==> src/rtl/priority_resolver_n_if.sv <==
// priority_resolver_n_if: request/command/acknowledge bus of priority_resolver_n
// slave = resolver side, master = driver side. The optional i_smm line exists only
// when PRIORITY_RESOLVER_SMM_EN is defined.
interface priority_resolver_n_if #(
  parameter int NUM_IRQ = 8,
  parameter int IDX_W   = 3
);
  logic               i_ltim;
  logic [NUM_IRQ-1:0] i_ir;
  logic               i_imr_wr;
  logic [NUM_IRQ-1:0] i_imr_data;
  logic               i_cmd_valid;
  logic [2:0]         i_cmd_op;
  logic [IDX_W-1:0]   i_cmd_level;
  logic               i_aeoi;
  logic               i_rotate_aeoi;
  logic               i_inta_n;
`ifdef PRIORITY_RESOLVER_SMM_EN
  logic               i_smm;
`endif
  logic               o_int;
  logic [IDX_W-1:0]   o_int_vec;
  logic               o_vec_valid;
  logic [NUM_IRQ-1:0] o_irr;
  logic [NUM_IRQ-1:0] o_isr;
  logic [NUM_IRQ-1:0] o_imr;
  modport slave (
`ifdef PRIORITY_RESOLVER_SMM_EN
    input  i_smm,
`endif
    input  i_ltim, i_ir, i_imr_wr, i_imr_data, i_cmd_valid, i_cmd_op, i_cmd_level,
    input  i_aeoi, i_rotate_aeoi, i_inta_n,
    output o_int, o_int_vec, o_vec_valid, o_irr, o_isr, o_imr
  );
  modport master (
`ifdef PRIORITY_RESOLVER_SMM_EN
    output i_smm,
`endif
    output i_ltim, i_ir, i_imr_wr, i_imr_data, i_cmd_valid, i_cmd_op, i_cmd_level,
    output i_aeoi, i_rotate_aeoi, i_inta_n,
    input  o_int, o_int_vec, o_vec_valid, o_irr, o_isr, o_imr
  );
endinterface

==> src/rtl/priority_resolver_n.sv <==
// priority_resolver_n: parametrised interrupt priority resolver with nested ISR and two-pulse INTA
// Ports: clk, reset (async, active high), bus (priority_resolver_n_if.slave):
//   inputs  ltim/ir/imr_wr/imr_data/cmd_valid/cmd_op/cmd_level/aeoi/rotate_aeoi/inta_n
//   outputs int/int_vec/vec_valid/irr/isr/imr
// Optional: PRIORITY_RESOLVER_SMM_EN adds i_smm (special mask mode).
module priority_resolver_n #(
  parameter int NUM_IRQ = 8,
  parameter int IDX_W   = 3
) (
  input logic clk,
  input logic reset,
  priority_resolver_n_if.slave bus
);
  typedef enum logic {IDLE, ACK1} state_t;
  typedef struct packed {
    logic             f;
    logic [IDX_W-1:0] idx;
    logic [IDX_W-1:0] rank;
  } pick_t;
  // Highest-priority set bit of v; rank 0 is channel lp+1 (mod NUM_IRQ).
  function automatic pick_t pick(input logic [NUM_IRQ-1:0] v, input logic [IDX_W-1:0] lp);
    pick_t p;
    int c;
    p = '0;
    for (int k = NUM_IRQ - 1; k >= 0; k--) begin
      c = int'(lp) + 1 + k;
      if (c >= NUM_IRQ) c -= NUM_IRQ;
      if (v[c]) begin
        p.f = 1'b1;
        p.idx = IDX_W'(c);
        p.rank = IDX_W'(k);
      end
    end
    return p;
  endfunction
  state_t             r_state;
  logic [NUM_IRQ-1:0] r_ir_q, r_irr, r_isr, r_imr;
  logic               r_inta_q, r_vec_valid, r_spur;
  logic [IDX_W-1:0]   r_lowest_pri, r_sel, r_int_vec;
  logic [NUM_IRQ-1:0] w_cand, w_isr_eff, w_isr_e, w_isr_n, w_clr, w_irr_n;
  logic [IDX_W-1:0]   w_lp_e, w_lp_n;
  logic               w_fall, w_lvl_ok;
  pick_t              w_cp, w_ip, w_ap;
  always_comb begin
`ifdef PRIORITY_RESOLVER_SMM_EN
    w_isr_eff = bus.i_smm ? r_isr & ~r_imr : r_isr;
`else
    w_isr_eff = r_isr;
`endif
    w_cand = r_irr & ~r_imr;
    w_cp = pick(w_cand, r_lowest_pri);
    w_ip = pick(w_isr_eff, r_lowest_pri);
    w_fall = r_inta_q & ~bus.i_inta_n;
    w_lvl_ok = int'(bus.i_cmd_level) < NUM_IRQ;
    w_isr_e = r_isr;
    w_lp_e = r_lowest_pri;
    if (bus.i_cmd_valid) begin
      if ((bus.i_cmd_op == 3'd0 || bus.i_cmd_op == 3'd2) && w_ip.f) begin
        w_isr_e[w_ip.idx] = 1'b0;
        w_lp_e = bus.i_cmd_op == 3'd2 ? w_ip.idx : w_lp_e;
      end
      if ((bus.i_cmd_op == 3'd1 || bus.i_cmd_op == 3'd3) && w_lvl_ok) begin
        w_isr_e[bus.i_cmd_level] = 1'b0;
        w_lp_e = bus.i_cmd_op == 3'd3 ? bus.i_cmd_level : w_lp_e;
      end
      if (bus.i_cmd_op == 3'd4 && w_lvl_ok) w_lp_e = bus.i_cmd_level;
    end
    // Acknowledge arbitration sees the post-EOI state.
    w_ap = pick(w_cand, w_lp_e);
    w_isr_n = w_isr_e;
    w_lp_n = w_lp_e;
    w_clr = '0;
    if (w_fall && r_state == IDLE && w_ap.f) begin
      w_isr_n[w_ap.idx] = 1'b1;
      w_clr[w_ap.idx] = ~bus.i_ltim;
    end
    if (w_fall && r_state == ACK1 && bus.i_aeoi && !r_spur) begin
      w_isr_n[r_sel] = 1'b0;
      w_lp_n = bus.i_rotate_aeoi ? r_sel : w_lp_n;
    end
    // A fresh rising edge beats an acknowledge clear on the same bit.
    w_irr_n = bus.i_ltim ? bus.i_ir : (bus.i_ir & ~r_ir_q) | (r_irr & bus.i_ir & ~w_clr);
  end
  always_ff @(posedge clk or posedge reset) begin
    if (reset) begin
      r_state <= IDLE;
      r_ir_q <= '0;
      r_inta_q <= 1'b1;
      r_irr <= '0;
      r_isr <= '0;
      r_imr <= '0;
      r_lowest_pri <= IDX_W'(NUM_IRQ - 1);
      r_sel <= '0;
      r_spur <= 1'b0;
      r_int_vec <= '0;
      r_vec_valid <= 1'b0;
    end else begin
      r_ir_q <= bus.i_ir;
      r_inta_q <= bus.i_inta_n;
      r_irr <= w_irr_n;
      r_isr <= w_isr_n;
      r_imr <= bus.i_imr_wr ? bus.i_imr_data : r_imr;
      r_lowest_pri <= w_lp_n;
      r_vec_valid <= 1'b0;
      if (w_fall && r_state == IDLE) begin
        r_sel <= w_ap.f ? w_ap.idx : IDX_W'(NUM_IRQ - 1);
        r_spur <= ~w_ap.f;
        r_state <= ACK1;
      end
      if (w_fall && r_state == ACK1) begin
        r_int_vec <= r_sel;
        r_vec_valid <= 1'b1;
        r_state <= IDLE;
      end
    end
  end
  assign bus.o_int = w_cp.f && (!w_ip.f || w_cp.rank < w_ip.rank);
  assign bus.o_int_vec = r_int_vec;
  assign bus.o_vec_valid = r_vec_valid;
  assign bus.o_irr = r_irr;
  assign bus.o_isr = r_isr;
  assign bus.o_imr = r_imr;
endmodule

==> src/flat_wrapper.sv <==
// flat-port wrapper written by rule: the top's interface ports become plain ports
module priority_resolver_n_flat 
#(
  parameter int NUM_IRQ = 8,
  parameter int IDX_W   = 3
)
  (clk, reset, bus_i_ltim, bus_i_ir, bus_i_imr_wr, bus_i_imr_data, bus_i_cmd_valid, bus_i_cmd_op, bus_i_cmd_level, bus_i_aeoi, bus_i_rotate_aeoi, bus_i_inta_n, bus_o_int, bus_o_int_vec, bus_o_vec_valid, bus_o_irr, bus_o_isr, bus_o_imr);
  priority_resolver_n_if #(.NUM_IRQ(NUM_IRQ), .IDX_W(IDX_W)) bus_i ();
  input logic clk;
  input logic reset;
  input wire logic [$bits(bus_i.i_ltim)-1:0] bus_i_ltim;
  input wire logic [$bits(bus_i.i_ir)-1:0] bus_i_ir;
  input wire logic [$bits(bus_i.i_imr_wr)-1:0] bus_i_imr_wr;
  input wire logic [$bits(bus_i.i_imr_data)-1:0] bus_i_imr_data;
  input wire logic [$bits(bus_i.i_cmd_valid)-1:0] bus_i_cmd_valid;
  input wire logic [$bits(bus_i.i_cmd_op)-1:0] bus_i_cmd_op;
  input wire logic [$bits(bus_i.i_cmd_level)-1:0] bus_i_cmd_level;
  input wire logic [$bits(bus_i.i_aeoi)-1:0] bus_i_aeoi;
  input wire logic [$bits(bus_i.i_rotate_aeoi)-1:0] bus_i_rotate_aeoi;
  input wire logic [$bits(bus_i.i_inta_n)-1:0] bus_i_inta_n;
  output wire logic [$bits(bus_i.o_int)-1:0] bus_o_int;
  output wire logic [$bits(bus_i.o_int_vec)-1:0] bus_o_int_vec;
  output wire logic [$bits(bus_i.o_vec_valid)-1:0] bus_o_vec_valid;
  output wire logic [$bits(bus_i.o_irr)-1:0] bus_o_irr;
  output wire logic [$bits(bus_i.o_isr)-1:0] bus_o_isr;
  output wire logic [$bits(bus_i.o_imr)-1:0] bus_o_imr;
  assign bus_i.i_ltim = bus_i_ltim;
  assign bus_i.i_ir = bus_i_ir;
  assign bus_i.i_imr_wr = bus_i_imr_wr;
  assign bus_i.i_imr_data = bus_i_imr_data;
  assign bus_i.i_cmd_valid = bus_i_cmd_valid;
  assign bus_i.i_cmd_op = bus_i_cmd_op;
  assign bus_i.i_cmd_level = bus_i_cmd_level;
  assign bus_i.i_aeoi = bus_i_aeoi;
  assign bus_i.i_rotate_aeoi = bus_i_rotate_aeoi;
  assign bus_i.i_inta_n = bus_i_inta_n;
  assign bus_o_int = bus_i.o_int;
  assign bus_o_int_vec = bus_i.o_int_vec;
  assign bus_o_vec_valid = bus_i.o_vec_valid;
  assign bus_o_irr = bus_i.o_irr;
  assign bus_o_isr = bus_i.o_isr;
  assign bus_o_imr = bus_i.o_imr;
  priority_resolver_n #(.NUM_IRQ(NUM_IRQ), .IDX_W(IDX_W)) u_core (.clk(clk), .reset(reset), .bus(bus_i));
endmodule
==> config.mk <==
export PLATFORM = sky130hd
export DESIGN_NAME = priority_resolver_n_flat
export DESIGN_NICKNAME = d
export VERILOG_FILES = /design/src/rtl/priority_resolver_n_if.sv /design/src/rtl/priority_resolver_n.sv /design/src/flat_wrapper.sv
export SDC_FILE = /design/constraint.sdc
export NUM_CORES = 1
export LEC_CHECK = 0
export ABC_CLOCK_PERIOD_IN_PS = 7180
export BUFFER_PORTS_ARGS = -buffer_cell sky130_fd_sc_hd__buf_2
export CAP_MARGIN = 20
export CORE_MARGIN = 1
export CORE_UTILIZATION = 40
export DETAILED_ROUTE_END_ITERATION = 8
export GPL_TIMING_DRIVEN = 0
export SLEW_MARGIN = 20
export SYNTH_ARGS = -nofsm -noshare
export SYNTH_HDL_FRONTEND = slang
export SYNTH_SLANG_ARGS = --single-unit
==> constraint.sdc <==
create_clock -name clk -period 7.18 [get_ports clk]
set_input_delay 0.359 -clock clk [delete_from_list [all_inputs] [get_ports clk]]
set_output_delay 0.359 -clock clk [all_outputs]
set_load 0.005 [all_outputs]
# Word-level counts from Yosys, hierarchy flattened
# Cells that the tools add are included.
dict set report totals {
  reg_bits 45
  inputBits 30
  elab_cells 267
}
dict set report op_classes {
  addsub 32
  magnitude_cmp 41
  n_eq_ne 4
  mux 140
  bitwise_logic 21
  reduce_logical 18
}
# cell count
set op_table {}
lappend op_table {{32-bit by 5-bit greater-or-equal comparator with 1-bit output (second input constant)} 16}
lappend op_table {{32-bit by 5-bit < comparator with 1-bit output (second input constant)} 16}
lappend op_table {{32-bit 2-to-1 mux} 16}
lappend op_table {{32-bit by 5-bit subtractor with 32-bit output (second input constant)} 16}
lappend op_table {{32-bit by 4-bit adder with 32-bit output (second input constant)} 8}
lappend op_table {{7-bit 2-to-1 mux} 24}
lappend op_table {{32-bit by 3-bit adder with 32-bit output (second input constant)} 4}
lappend op_table {{1-bit binary-select mux with 3-bit select} 24}
lappend op_table {{32-bit by 2-bit adder with 32-bit output (second input constant)} 2}
lappend op_table {{8-bit AND} 8}
lappend op_table {{8-bit 2-to-1 mux} 8}
lappend op_table {{1-bit 2-to-1 mux} 55}
lappend op_table {{8-bit inverter} 6}
lappend op_table {{3-bit 2-to-1 mux} 9}
lappend op_table {{3-bit by 4-bit < comparator with 1-bit output (second input constant)} 4}
lappend op_table {{8-bit OR} 2}
lappend op_table {{1-bit demux with 3-bit select} 4}
lappend op_table {{3-bit by 1-bit greater-or-equal comparator with 1-bit output (second input constant)} 4}
lappend op_table {{1-bit logical AND} 11}
lappend op_table {{3-bit by 1-bit adder with 4-bit output (second input constant)} 2}
lappend op_table {{3-bit by 2-bit equality test with 1-bit output (second input constant)} 2}
lappend op_table {{1-bit inverter} 4}
lappend op_table {{3-bit by 1-bit equality test with 1-bit output (second input constant)} 1}
lappend op_table {{3-bit equality test (second input constant)} 1}
lappend op_table {{other kinds (6)} 9}

# Logic depth before layout (Yosys ltp)
# Gate-level depths: netlist (run 1).
dict set report logic_depth {
  depth_word 46
  depth_mapped 30
}

# Worst setup path before layout (run 1)
# Ideal clock, no wire load.
dict set report synth_path {
  path_kind {flip-flop to flip-flop}
  start {register u_core.r_lowest_pri[0]}
  end {register u_core.r_isr[7], in the netlist u_core.bus.o_isr[7]}
  setup_ns 0.127
  t_arrival_ns 6.633
  t_required_ns 7.053
  setup_slack_ns 0.420
  path_stages_with_launch 29
  path_buffers 8
  cell_sequence {dfstp_2 -> buf_4 -> buf_12 -> clkinv_1 -> buf_1 -> ha_1 -> buf_2 -> mux4_2 -> mux2i_1 -> o211a_1 -> o21ai_1 -> a211o_1 -> a211o_1 -> buf_6 -> buf_12 -> buf_2 -> ha_1 -> nor2b_1 -> o211ai_1 -> o221a_2 -> and2_1 -> clkbuf_1 -> mux2i_1 -> mux2i_1 -> o211ai_1 -> a22oi_1 -> mux2_2 -> and4_1 -> o32a_2}
}
dict set report synth_between {
  elab_chain_len 44
  elab_cells_between_ends 157
  classes_between {add/sub (32); order compare (20); mux (96); bitwise (5); reduce/logical (4)}
}
# element line_no
set synth_rtl {}
lappend synth_rtl {{from (decl)} priority_resolver_n.sv:39} ;# logic [IDX_W-1:0] r_lowest_pri, r_sel, r_int_vec;
lappend synth_rtl {{from (signal assigned)} priority_resolver_n.sv:92} ;# r_lowest_pri <= IDX_W'(NUM_IRQ - 1);
lappend synth_rtl {{from (signal assigned)} priority_resolver_n.sv:103} ;# r_lowest_pri <= w_lp_n;
lappend synth_rtl {{3-bit by 1-bit adder with 4-bit output} priority_resolver_n.sv:26} ;# c = int'(lp) + 1 + k;
lappend synth_rtl {{32-bit by 4-bit adder with 32-bit output} priority_resolver_n.sv:26}
lappend synth_rtl {{32-bit by 5-bit subtractor with 32-bit output / 32-bit by 5-bit greater-or-equal comparator with 1-bit output (equally long branches)} priority_resolver_n.sv:27} ;# if (c >= NUM_IRQ) c -= NUM_IRQ;
lappend synth_rtl {{32-bit 2-to-1 mux} priority_resolver_n.sv:27}
lappend synth_rtl {{1-bit binary-select mux with 3-bit select} priority_resolver_n.sv:28} ;# if (v[c]) begin
lappend synth_rtl {{1-bit 2-to-1 mux (not written as such) (2 in a row)} priority_resolver_n.sv:28}
lappend synth_rtl {{7-bit 2-to-1 mux (8 in a row)} priority_resolver_n.sv:28}
lappend synth_rtl {{3-bit 2-to-1 mux / 1-bit logical AND (equally long branches)} {priority_resolver_n.sv:60, priority_resolver_n.sv:58}}
lappend synth_rtl {{(+21 left out)} -}
lappend synth_rtl {{1-bit logical AND (not written as such)} priority_resolver_n.sv:74} ;# w_isr_n[w_ap.idx] = 1'b1;
lappend synth_rtl {{1-bit 2-to-1 mux (not written as such)} priority_resolver_n.sv:74}
lappend synth_rtl {{1-bit demux with 3-bit select} -}
lappend synth_rtl {{8-bit OR (no source line)} -}
lappend synth_rtl {{8-bit 2-to-1 mux (*)} priority_resolver_n.sv:73} ;# if (w_fall && r_state == IDLE && w_ap.f) begin
lappend synth_rtl {{8-bit AND (no source line)} -}
lappend synth_rtl {{8-bit 2-to-1 mux (*)} priority_resolver_n.sv:77} ;# if (w_fall && r_state == ACK1 && bus.i_aeoi && !r_spur) begin
lappend synth_rtl {{named net u_core.w_isr_n[7]} priority_resolver_n.sv:40} ;# logic [NUM_IRQ-1:0] w_cand, w_isr_eff, w_isr_e, w_isr_n, w_clr, w_irr_n;
lappend synth_rtl {{to (signal assigned)} priority_resolver_n.sv:101} ;# r_isr <= w_isr_n;
lappend synth_rtl {{to (decl)} priority_resolver_n.sv:37} ;# logic [NUM_IRQ-1:0] r_ir_q, r_irr, r_isr, r_imr;
# Mark *: on every way through the listed nets, which the timed path passes. The rest lies on a longest branch. The select of a mux whose other input is x is not followed.
# A chain may end at the register's enable or synchronous reset.

# Worst setup path after layout (run 1)
# Same ends and word-level chain as after synthesis.

==> results of run 1 <==
[metal layers]
layer  vias up  wire length, um  GRT usage (%)
li1       2295                -              -
met1      2351             6728          33.21
met2       239             7203          39.30
met3        29             1115          2.808
met4         0              331          8.533
met5         -                0              0
[cell type report]
type	instances	area, um^2
clock buffer	8	146.4
tap	147	183.9
sequential	45	1131
inverter	20	76.32
fill	1118	6163
buffer	29	210.2
multi-input combinational	457	3635
timing repair buffer	71	415.4
[timing repair]
| action | CTS | global route |
|---|---|---|
| resized for setup | 18 | 34 |
| setup buffers | 7 | 5 |
| setup endpoints to repair | 19 | 19 |
| pin swaps | 3 | 5 |
| gates cloned | 0 | 1 |
[logic make-up after synthesis]
kind of cell,Yosys count,share of synthesized area [%]
simple gates,196,21.19
compound gates,172,24.52
mux,79,22.58
buf+inv,52,5.375
flops,45,23.14
xor+xnor,5,1.920
fa+ha+maj,5,1.280
[path summary, 6_finish.rpt]
kind / startpoint / endpoint / slack (ns) / cells after the start
worst max-delay path: u_core.r_lowest_pri[0] / u_core.bus.o_isr[7] / 0.19 / 29
worst min-delay path: reset / u_core.bus.o_imr[2] / 0.008 / 2
worst max register to register: u_core.r_lowest_pri[0] / u_core.bus.o_isr[7] / 0.19 / 29
worst min register to register: u_core.r_ir_q[0] / u_core.bus.o_irr[0] / 0.43 / 1
max in group asynchronous: reset / u_core.r_lowest_pri[0] / 6.63 / 3
min in group clk: bus_i_inta_n / u_core.r_inta_q / 0.19 / 1
[sequential cells by signal (all words and copies together), names as in the netlist, 3 cells and up]
| signal | count |
|---|---|
| u_core.bus.o_int_vec | 3 |
| u_core.r_ir_q | 8 |
| u_core.bus.o_imr | 8 |
| u_core.bus.o_irr | 8 |
| u_core.r_sel | 3 |
| u_core.bus.o_isr | 8 |
| u_core.r_lowest_pri | 3 |
[cell usage after synthesis, drive strengths merged (3+ instances only)]
master,number,area [um^2]
o211ai,6,45.04
mux2i,41,450.4
ha,5,62.56
a211o,4,35.03
nor3b,5,53.80
dfstp,4,105.1
a21boi,8,60.06
clkinv,3,11.26
nor2,41,153.9
o32ai,4,35.03
o22ai,10,62.56
dfrtp,41,1026
nand2,48,180.2
or4,4,33.78
o31ai,4,30.03
mux4,19,439.2
inv,17,63.81
or3,4,25.02
a32oi,3,26.28
nor2b,16,107.6
clkbuf,15,56.30
a211oi,12,90.09
nor3,20,100.1
nor4,6,52.55
o2111ai,3,26.28
a21oi,25,125.1
a22oi,6,45.04
a31oi,8,50.05
a22o,3,26.28
o21a,5,37.54
buf,17,131.4
a21o,4,30.03
nand2b,18,112.6
a2bb2oi,3,32.53
o311ai,4,35.04
a2111oi,3,26.28
nand3,15,80.08
o21ai,36,180.2
o32a,6,61.31
mux2,19,214.0
and2,6,37.54
nand4,3,18.77
[through the flow]
stage	hold WS (ns)	TNS [ns]	std cells	area [um^2]
final	0.007600	0	777	5798
after global routing	0.02063	-0.08063	777	5798
after CTS	0.01377	0	772	5647
after detailed placement	0.3145	-16.88	759	5378
after global placement	0.4167	-16.79	758	5358
after floorplan	0.3635	0	554	4888
==> key figures, run 1 <==
Placed design
  • Dpl ws: -1.049 ns
  • Port Buf Inserts: 57
  • Routability Congestion: 0.9556
  • Hpwl dp: 11760 um

Clock tree
  • Post-CTS Hold Buffers: 0
  • Cts bufs inserted: 5
  • Clock Latency Late Sink: roughly 0.29 ns
  • CTS clock-pin slew for the worst setup and hold paths: about 0.060 ns
  • CTS tree: done
  • Clock Path Buffers: 2
  • CTS H-Tree Depth: 2
  • CTS Sinks: 45
  • Clock root buffer: clkbuf_16

Critical path
  • Critical path peak fanout: 19
  • Worst path top cell family by delay: buffers and inverters
  • Most used cell, CP: buf_6
  • Critical path arrival: roughly 7.2 ns
  • Worst path required time: around 7.4 ns
  • Kind of critical path: register to register
  • Max incr delay on CP: 0.54 ns
  • Startpoint types: register
  • Crit-path slowest cell: dfstp_2
  • Worst setup EP type: register
  • Buffers & Inverters on Critical Path: 10

Logic synthesis
  • Yosys cell types: 84
  • Flops & latches, synth: 45
  • Post-synth ARST share: 100.0%
  • Register area share after synthesis: a little under a quarter
  • Average cell area after synthesis: between 8 and 9 um^2
  • Mapped Nets: a little under 600
  • Post-Syn Area: slightly below 5000 um^2
  • Post-synth EDFFs: 0
  • Cells after synthesis: 554
  • YS warnings: 0
  • Synth Flop Type: dfrtp_1

Global route
  • Pin count of the biggest net entering global routing: 35
  • Initial antenna violation count: 0
  • Global-route wire length before repair: about 24000 um
  • Grt ovf: 0
  • Total track usage: between 20% and 30%
  • Number of global-route vias before repair: around 4.5k

Finish
  • Commonest non-fill, non-tap cells in the layout: 60 x buf_2, 48 x nand2_1, 41 x dfrtp_1
  • Post-layout utilization of the core: between 40% and 50%
  • Net total in the final layout: around 660
  • # diodes: 0
  • Most common cell after layout, fill and taps aside: buf_2
  • Share of cells above drive strength 1: between 20 and 30%
  • Syn-to-layout area delta: 18.61%

Run
  • Max-cap violation count: 0

STA
  • Worst slew margin: 49.75%
  • Skew final: about 0.0063 ns
  • Max Freq: about 140 MHz
  • Worst setup margin: roughly 0.19 ns
  • Min Tclk post-route: around 7.0 ns
  • Slew Viols, Final: 0
  • Final hold violation count: 0
  • Final setup violation count: 0
  • Actual slew at the worst max-slew pin: ~0.75 ns
  • Period utilisation layout: 97.29%

Routing
  • Vias per cell: ~6.3
  • Drt wl/cell: 19.79 um
  • Via count: roughly 5k
  • ANT nets after route: 0
  • Final WL: ~15000 um
  • First DRT Iteration DRCs: ~460
  • Drt drc: 0
  • DRT Pass-1 Iters: 5

Die
  • Starting Density: around two fifths
  • Row cnt: 40
  • CORE AREA: around 12000 um^2
  • Die Span Y: 112.6 um
  • I/O pin count: 59
  • Overall die width: ~110 um
  • Die area: 12670 um^2

Status
  • Outcome: finished clean

Min path
  • Worst hold path class: input pin to async pin
Power of run 1 is left out: the tool's default activity adds up to more than one toggle a clock period on the data nets, which glitch-free logic cannot reach.
==> run 2: changes to the inputs <==
--- a/config.mk
+++ b/config.mk
@@ -5,7 +5,7 @@
 export SDC_FILE = /design/constraint.sdc
 export NUM_CORES = 1
 export LEC_CHECK = 0
-export ABC_CLOCK_PERIOD_IN_PS = 7180
+export ABC_CLOCK_PERIOD_IN_PS = 6550
 export BUFFER_PORTS_ARGS = -buffer_cell sky130_fd_sc_hd__buf_2
 export CAP_MARGIN = 20
 export CORE_MARGIN = 1
==> constraint.sdc (replaced) <==
create_clock -name clk -period 6.55 [get_ports clk]
set_input_delay 0.3275 -clock clk [delete_from_list [all_inputs] [get_ports clk]]
set_output_delay 0.3275 -clock clk [all_outputs]
set_load 0.005 [all_outputs]
==> run 2 against run 1 <==
  * Worst hold slack improved by 0.15 ns
  * Non-clock buffer count rose by 18
  * Via count rose by 2.3%
  * Register-to-register slack got worse by 0.03 ns
  * Critical path depth rose by 1
  * Fmax rose by 9.4%
  * Global-route usage rose by 0.75 points
  * Sequential share of layout area fell by 1.2 points
  * First-iteration DRC count rose by 3.9%
  * Critical path type unchanged
  * Critical endpoint is now u_core.bus.o_isr[6]
  * Largest cell class unchanged
  * Highest routed layer unchanged
==> key figures, run 2 (same netlist as run 1, synthesis figures left out) <==
STA
  • Min Tclk post-route: 6.387 ns (-0.5986 ns)
  • Slew Viols, Final: 0 (unchanged)
  • Skew final: 0.004014 ns (-0.002267 ns)
  • WHS: 0.1571 ns (+0.1495 ns)
  • Period utilisation layout: 97.51% (+0.22 points)
  • Worst slew margin: 45.72% (-4.0 points)
  • Final setup violation count: 0 (unchanged)
  • Setup TNS Final: 0 ns (unchanged)
  • Final hold violation count: 0 (unchanged)
  • Max Freq: 156.6 MHz (+9.4%)
  • Actual slew at the worst max-slew pin: 0.8083 ns (+0.05911 ns)

Finish
  • Commonest non-fill, non-tap cells in the layout: 60 x buf_2, 48 x nand2_1, 41 x dfrtp_1
  • Most common cell after layout, fill and taps aside: buf_2
  • # diodes: 0 (unchanged)
  • Net total in the final layout: 682 (+2.7%)
  • Syn-to-layout area delta: 26.44%
  • Share of cells above drive strength 1: 33.18% (+4.8 points)
  • Fin area: 6181 um^2 (+6.6%)

Global route
  • Total track usage: 24.91% (+0.75 points)
  • Global-route track usage on met1: 34.54% (+1.3 points)
  • GR peak layer: met2
  • Pin count of the biggest net entering global routing: 34 (-2.9%)
  • M2 GR Usage: 39.84% (+0.53 points)
  • Number of global-route vias before repair: 4697 (+3.5%)
  • Grt ovf: 0 (unchanged)
  • Initial antenna violation count: 0 (unchanged)
  • Global-route wire length before repair: 25120 um (+3.4%)
  • GR Layer Usage met3: 3.402% (+0.59 points)

Critical path
  • Crit-path slowest cell: dfstp_2
  • Worst setup EP type: register
  • Critical path peak fanout: 10 (-9)
  • Flop2flop setup slack: 0.16 ns (-0.03 ns)
  • Kind of critical path: register to register
  • Worst path required time: 6.78 ns (-0.63 ns)
  • Most used cell, CP: buf_6
  • Critical path arrival: 6.61 ns (-0.60 ns)
  • Max incr delay on CP: 0.55 ns (about the same)
  • Startpoint types: register

Routing
  • First DRT Iteration DRCs: 481 (+3.9%)
  • Drt wl/cell: 20.06 um (+1.4%)
  • ANT nets after route: 0 (unchanged)
  • Final WL: 15950 um (+3.7%)
  • Drt drc: 0 (unchanged)
  • Via count: 5025 (+2.3%)
  • Vias per cell: 6.321 (about the same)
  • DRT Pass-1 Iters: 5 (unchanged)

Clock tree
  • CTS tree: done
  • Clock root buffer: clkbuf_16
  • Clock Path Buffers: 2 (unchanged)
  • CTS Sinks: 45 (unchanged)
  • CTS H-Tree Depth: 2 (unchanged)
  • CTS clock-pin slew for the worst setup and hold paths: 0.06 ns (about the same)
  • Cts bufs inserted: 5 (unchanged)
  • Clock Latency Late Sink: 0.29 ns (about the same)

Placed design
  • Post-DP Area: 5385 um^2 (+0.14%)
  • Hpwl dp: 11920 um (+1.4%)
  • Routability Congestion: 0.9396 (-1.7%)
  • Port Buf Inserts: 57 (unchanged)

Die
  • Die Span Y: 112.6 um (unchanged)
  • Starting Density: 40.87% (unchanged)
  • CORE AREA: 11960 um^2 (unchanged)
  • Row cnt: 40 (unchanged)
  • Die area: 12670 um^2 (unchanged)
  • Overall die width: 112.6 um (unchanged)
  • I/O pin count: 59 (unchanged)

Status
  • Outcome: finished clean

Run
  • Max-cap violation count: 0 (unchanged)

Min path
  • Worst hold path class: input pin to register
run 2: cell count changes in the layout (fill, tap and decap cells not counted), sizes merged:
cell,change
clkbuf,-1
buf,+18
dlygate4sd3,+1
run 2: timing repair:
| action | CTS | global route |
|---|---|---|
| setup endpoints to repair | 19 | 19 |
| gates resized for setup | 36 | 58 |
| hold buffers | 1 | 0 |
| setup buffers | 10 | 18 |
| hold endpoints to repair | 12 | 0 |
| gates cloned | 1 | 1 |
| pin swaps | 10 | 21 |
run 2: path summary, 6_finish.rpt:
path | endpoint | depth (start not counted) | from
max in group asynchronous | u_core.r_lowest_pri[2] | 4 | reset
hold / removal | u_core.r_inta_q | 1 | bus_i_inta_n
setup reg to reg | u_core.bus.o_isr[6] | 30 | u_core.r_lowest_pri[0]
setup / recovery | u_core.bus.o_isr[6] | 30 | u_core.r_lowest_pri[0]
hold reg to reg | u_core.bus.o_irr[0] | 1 | u_core.r_ir_q[0]
min in group asynchronous | u_core.bus.o_imr[1] | 3 | reset
run 2: critical path, delay by kind of cell (launching register included):
| kind | cells | cell delay, ns |
|---|---|---|
| AOI/OAI and AO/OA | 7 | 1.66 |
| adders and majority gates | 2 | 0.47 |
| buffers and inverters | 12 | 1.53 |
| DFF | 1 | 0.55 |
| muxes | 2 | 0.50 |
| and+or+nand+nor | 7 | 1.58 |
run 2: layout make-up:
cell class              count  area (um^2)
plain buffers              29        237.7
clock buffers               8        146.4
fillers                  1072         5781
inverters                  20        87.58
multi-input cells         457         3811
flip-flops and latches     45         1131
well taps                 147        183.9
repair buffers             89        583.1
run 2: through the flow:
stage / setup slack, ns / instances / util (%)
after detailed placement: -1.432 / 759 / 45.02
after global routing: -0.06911 / 795 / 51.67
after floorplan: 0.0009774 / 554 / -
after global placement: -1.405 / 758 / 44.85
final: 0.1631 / 795 / 51.67
after CTS: 0.04603 / 776 / 48.22
run 2: layer usage:
metal / share of wire (%) / vias to the layer above
met5: 0 / -
met2: 47 / 226
met1: 43 / 2440
met4: 2.7 / 0
met3: 7.5 / 37
li1: - / 2322
Power of run 2 is left out for the same reason.
==> run 3: changes to the inputs <==
--- a/config.mk
+++ b/config.mk
@@ -5,7 +5,7 @@
 export SDC_FILE = /design/constraint.sdc
 export NUM_CORES = 1
 export LEC_CHECK = 0
-export ABC_CLOCK_PERIOD_IN_PS = 6550
+export ABC_CLOCK_PERIOD_IN_PS = 5300
 export BUFFER_PORTS_ARGS = -buffer_cell sky130_fd_sc_hd__buf_2
 export CAP_MARGIN = 20
 export CORE_MARGIN = 1
==> constraint.sdc (replaced) <==
create_clock -name clk -period 5.3 [get_ports clk]
set_input_delay 0.265 -clock clk [delete_from_list [all_inputs] [get_ports clk]]
set_output_delay 0.265 -clock clk [all_outputs]
set_load 0.005 [all_outputs]
==> run 3 against run 2 <==
  * The run now ends with setup timing left
  * Count of clock-buffer cells in the layout shrank 1
  * Final cell count grew 2.3%
  * First-iteration DRC count shrank 20%
  * Largest cell class unchanged
  * Non-clock buffer count grew 18
==> key figures, run 3 (same netlist as run 1, synthesis figures left out) <==
Routing
  • Vias per cell: 6.424 (+1.6%)
  • DRT Pass-1 Iters: 7 (+2)
  • First DRT Iteration DRCs: 385 (-20%)
  • Final WL: 16760 um (+5.1%)
  • Drt wl/cell: 20.62 um (+2.8%)
  • ANT nets after route: 0 (unchanged)
  • Via count: 5223 (+3.9%)
  • Drt drc: 0 (unchanged)

STA
  • Worst slew margin: 42.13% (-3.6 points)
  • Min Tclk post-route: 6.302 ns (-0.08513 ns)
  • RSZ-0062 raised after global routing: true
  • Skew final: 0.004229 ns (+0.0002144 ns)
  • Max Freq: 158.7 MHz (+1.4%)
  • Worst setup margin: -1.002 ns (-1.165 ns)
  • Final setup violation count: 19 (+19)
  • Setup TNS Final: -17.45 ns (-17.45 ns)
  • Period utilisation layout: 118.9% (+21 points)
  • Slew Viols, Final: 0 (unchanged)
  • Actual slew at the worst max-slew pin: 0.8629 ns (+0.05454 ns)
  • Final hold violation count: 0 (unchanged)

Placed design
  • Port Buf Inserts: 57 (unchanged)
  • Placed cells: 759 (unchanged)
  • Hpwl dp: 12140 um (+1.8%)
  • Dpl ws: -1.647 ns (-0.2147 ns)
  • Routability Congestion: 0.9037 (-3.8%)

Die
  • Die Span Y: 112.6 um (unchanged)
  • Row cnt: 40 (unchanged)
  • CORE AREA: 11960 um^2 (unchanged)
  • Starting Density: 40.87% (unchanged)
  • Overall die width: 112.6 um (unchanged)
  • I/O pin count: 59 (unchanged)
  • Die area: 12670 um^2 (unchanged)

Finish
  • Layout Cells excl Fill: 813 (+2.3%)
  • Syn-to-layout area delta: 32.45%
  • Net total in the final layout: 700 (+2.6%)
  • Share of cells above drive strength 1: 37.84% (+4.7 points)
  • Most common cell after layout, fill and taps aside: buf_2
  • Commonest non-fill, non-tap cells in the layout: 59 x buf_2, 47 x nand2_1, 41 x dfrtp_1
  • # diodes: 0 (unchanged)

Critical path
  • R2R depth: 32 (+6.7%)
  • Kind of critical path: register to register
  • Flop2flop setup slack: -1.00 ns (-1.16 ns)
  • Startpoint types: register
  • Critical path arrival: 6.51 ns (-0.10 ns)
  • Reg-to-reg startpoint: u_core.r_lowest_pri[0]
  • Worst setup EP type: register
  • Most used cell, CP: buf_6
  • Worst r2r dst: u_core.bus.o_isr[0]
  • Max incr delay on CP: 0.55 ns (about the same)
  • Critical path peak fanout: 10 (unchanged)
  • Crit-path slowest cell: dfstp_2
  • CP startpoint: u_core.r_lowest_pri[0]
  • Worst path required time: 5.51 ns (-1.27 ns)

Global route
  • Global-route track usage on met1: 33.90% (-0.64 points)
  • Global-route wire length before repair: 25790 um (+2.7%)
  • Number of global-route vias before repair: 4924 (+4.8%)
  • GR peak layer: met2
  • Pin count of the biggest net entering global routing: 37 (+8.8%)
  • M2 GR Usage: 42.80% (+3.0 points)
  • Total track usage: 25.63% (+0.72 points)
  • Initial antenna violation count: 0 (unchanged)
  • Grt ovf: 0 (unchanged)
  • GR Layer Usage met3: 3.348% (-0.054 points)

Status
  • Failing checks: setup timing
  • Outcome: complete, but fails checks

Clock tree
  • CTS tree: done
  • CTS Sinks: 45 (unchanged)
  • Cts bufs inserted: 5 (unchanged)
  • Clock Latency Late Sink: 0.29 ns (about the same)
  • CTS clock-pin slew for the worst setup and hold paths: 0.06 ns (about the same)
  • CTS H-Tree Depth: 2 (unchanged)
  • Clock Path Buffers: 2 (unchanged)
  • Clock root buffer: clkbuf_16

Min path
  • Hold Crit Endpoint: u_core.r_ir_q[1]
  • WHS Path Cells: 1 (unchanged)
  • Hold_sp: bus_i_ir[1]
  • Worst hold path class: input pin to register

Run
  • Max-cap violation count: 0 (unchanged)
run 3: cell types whose count changed in the layout (fill, tap and decap cells not counted), sizes merged:
cell and delta:
clkbuf -1, clkinv +1, buf +18
run 3: worst max-delay path by stage:
stage               slack (ns)                   to  depth (start not counted)
global route             -1.16  u_core.bus.o_irr[2]                         30
CTS                      -0.92  u_core.bus.o_irr[2]                         30
detailed placement       -1.65  u_core.bus.o_irr[2]                         30
finish                   -1.00  u_core.bus.o_isr[0]                         32
floorplan                -0.44  u_core.bus.o_isr[7]                         28
global placement         -1.62  u_core.bus.o_isr[1]                         28
run 3: layout make-up:
class                   instances  area, um^2
well taps                     147       183.9
clock buffers                   7       152.6
repair buffers                105       714.4
inverters                      20       87.58
multi-input cells             457        3918
flip-flops and latches         45        1131
clock inverters                 1       5.005
fillers                      1073        5487
plain buffers                  31       282.8
run 3: routing by layer:
metal  vias up  routed length, um
met5         -                  0
met4         0                419
met3        40               1102
met2       261               8027
met1      2559               7212
li1       2363                  -
run 3: metrics by stage:
step / util (%) / hold WS [ns] / area, um^2
floorplan: - / 0.2695 / 5067
global placement: 46.29 / 0.3885 / 5537
detailed placement: 46.45 / 0.2032 / 5557
CTS: 52.62 / 0.09037 / 6294
global route: 54.13 / 0.08639 / 6475
finish: 54.13 / 0.09639 / 6475
run 3: what timing repair did:
item	4_1_cts	5_1_grt
gates resized for setup	60	31
setup endpoints to repair	20	20
gates cloned	2	0
pin swaps	27	8
hold endpoints to repair	9	0
setup buffers	38	6
hold buffers	1	0
run 3: critical path: cells and delay by family (launching register included):
kind | cells | cell delay [ns]
AOI/OAI and AO/OA | 9 | 1.80
adders and majority gates | 2 | 0.46
buffers and inverters | 13 | 1.59
DFF | 1 | 0.55
muxes | 2 | 0.65
and+or+nand+nor | 6 | 1.15
Power of run 3 is left out for the same reason.
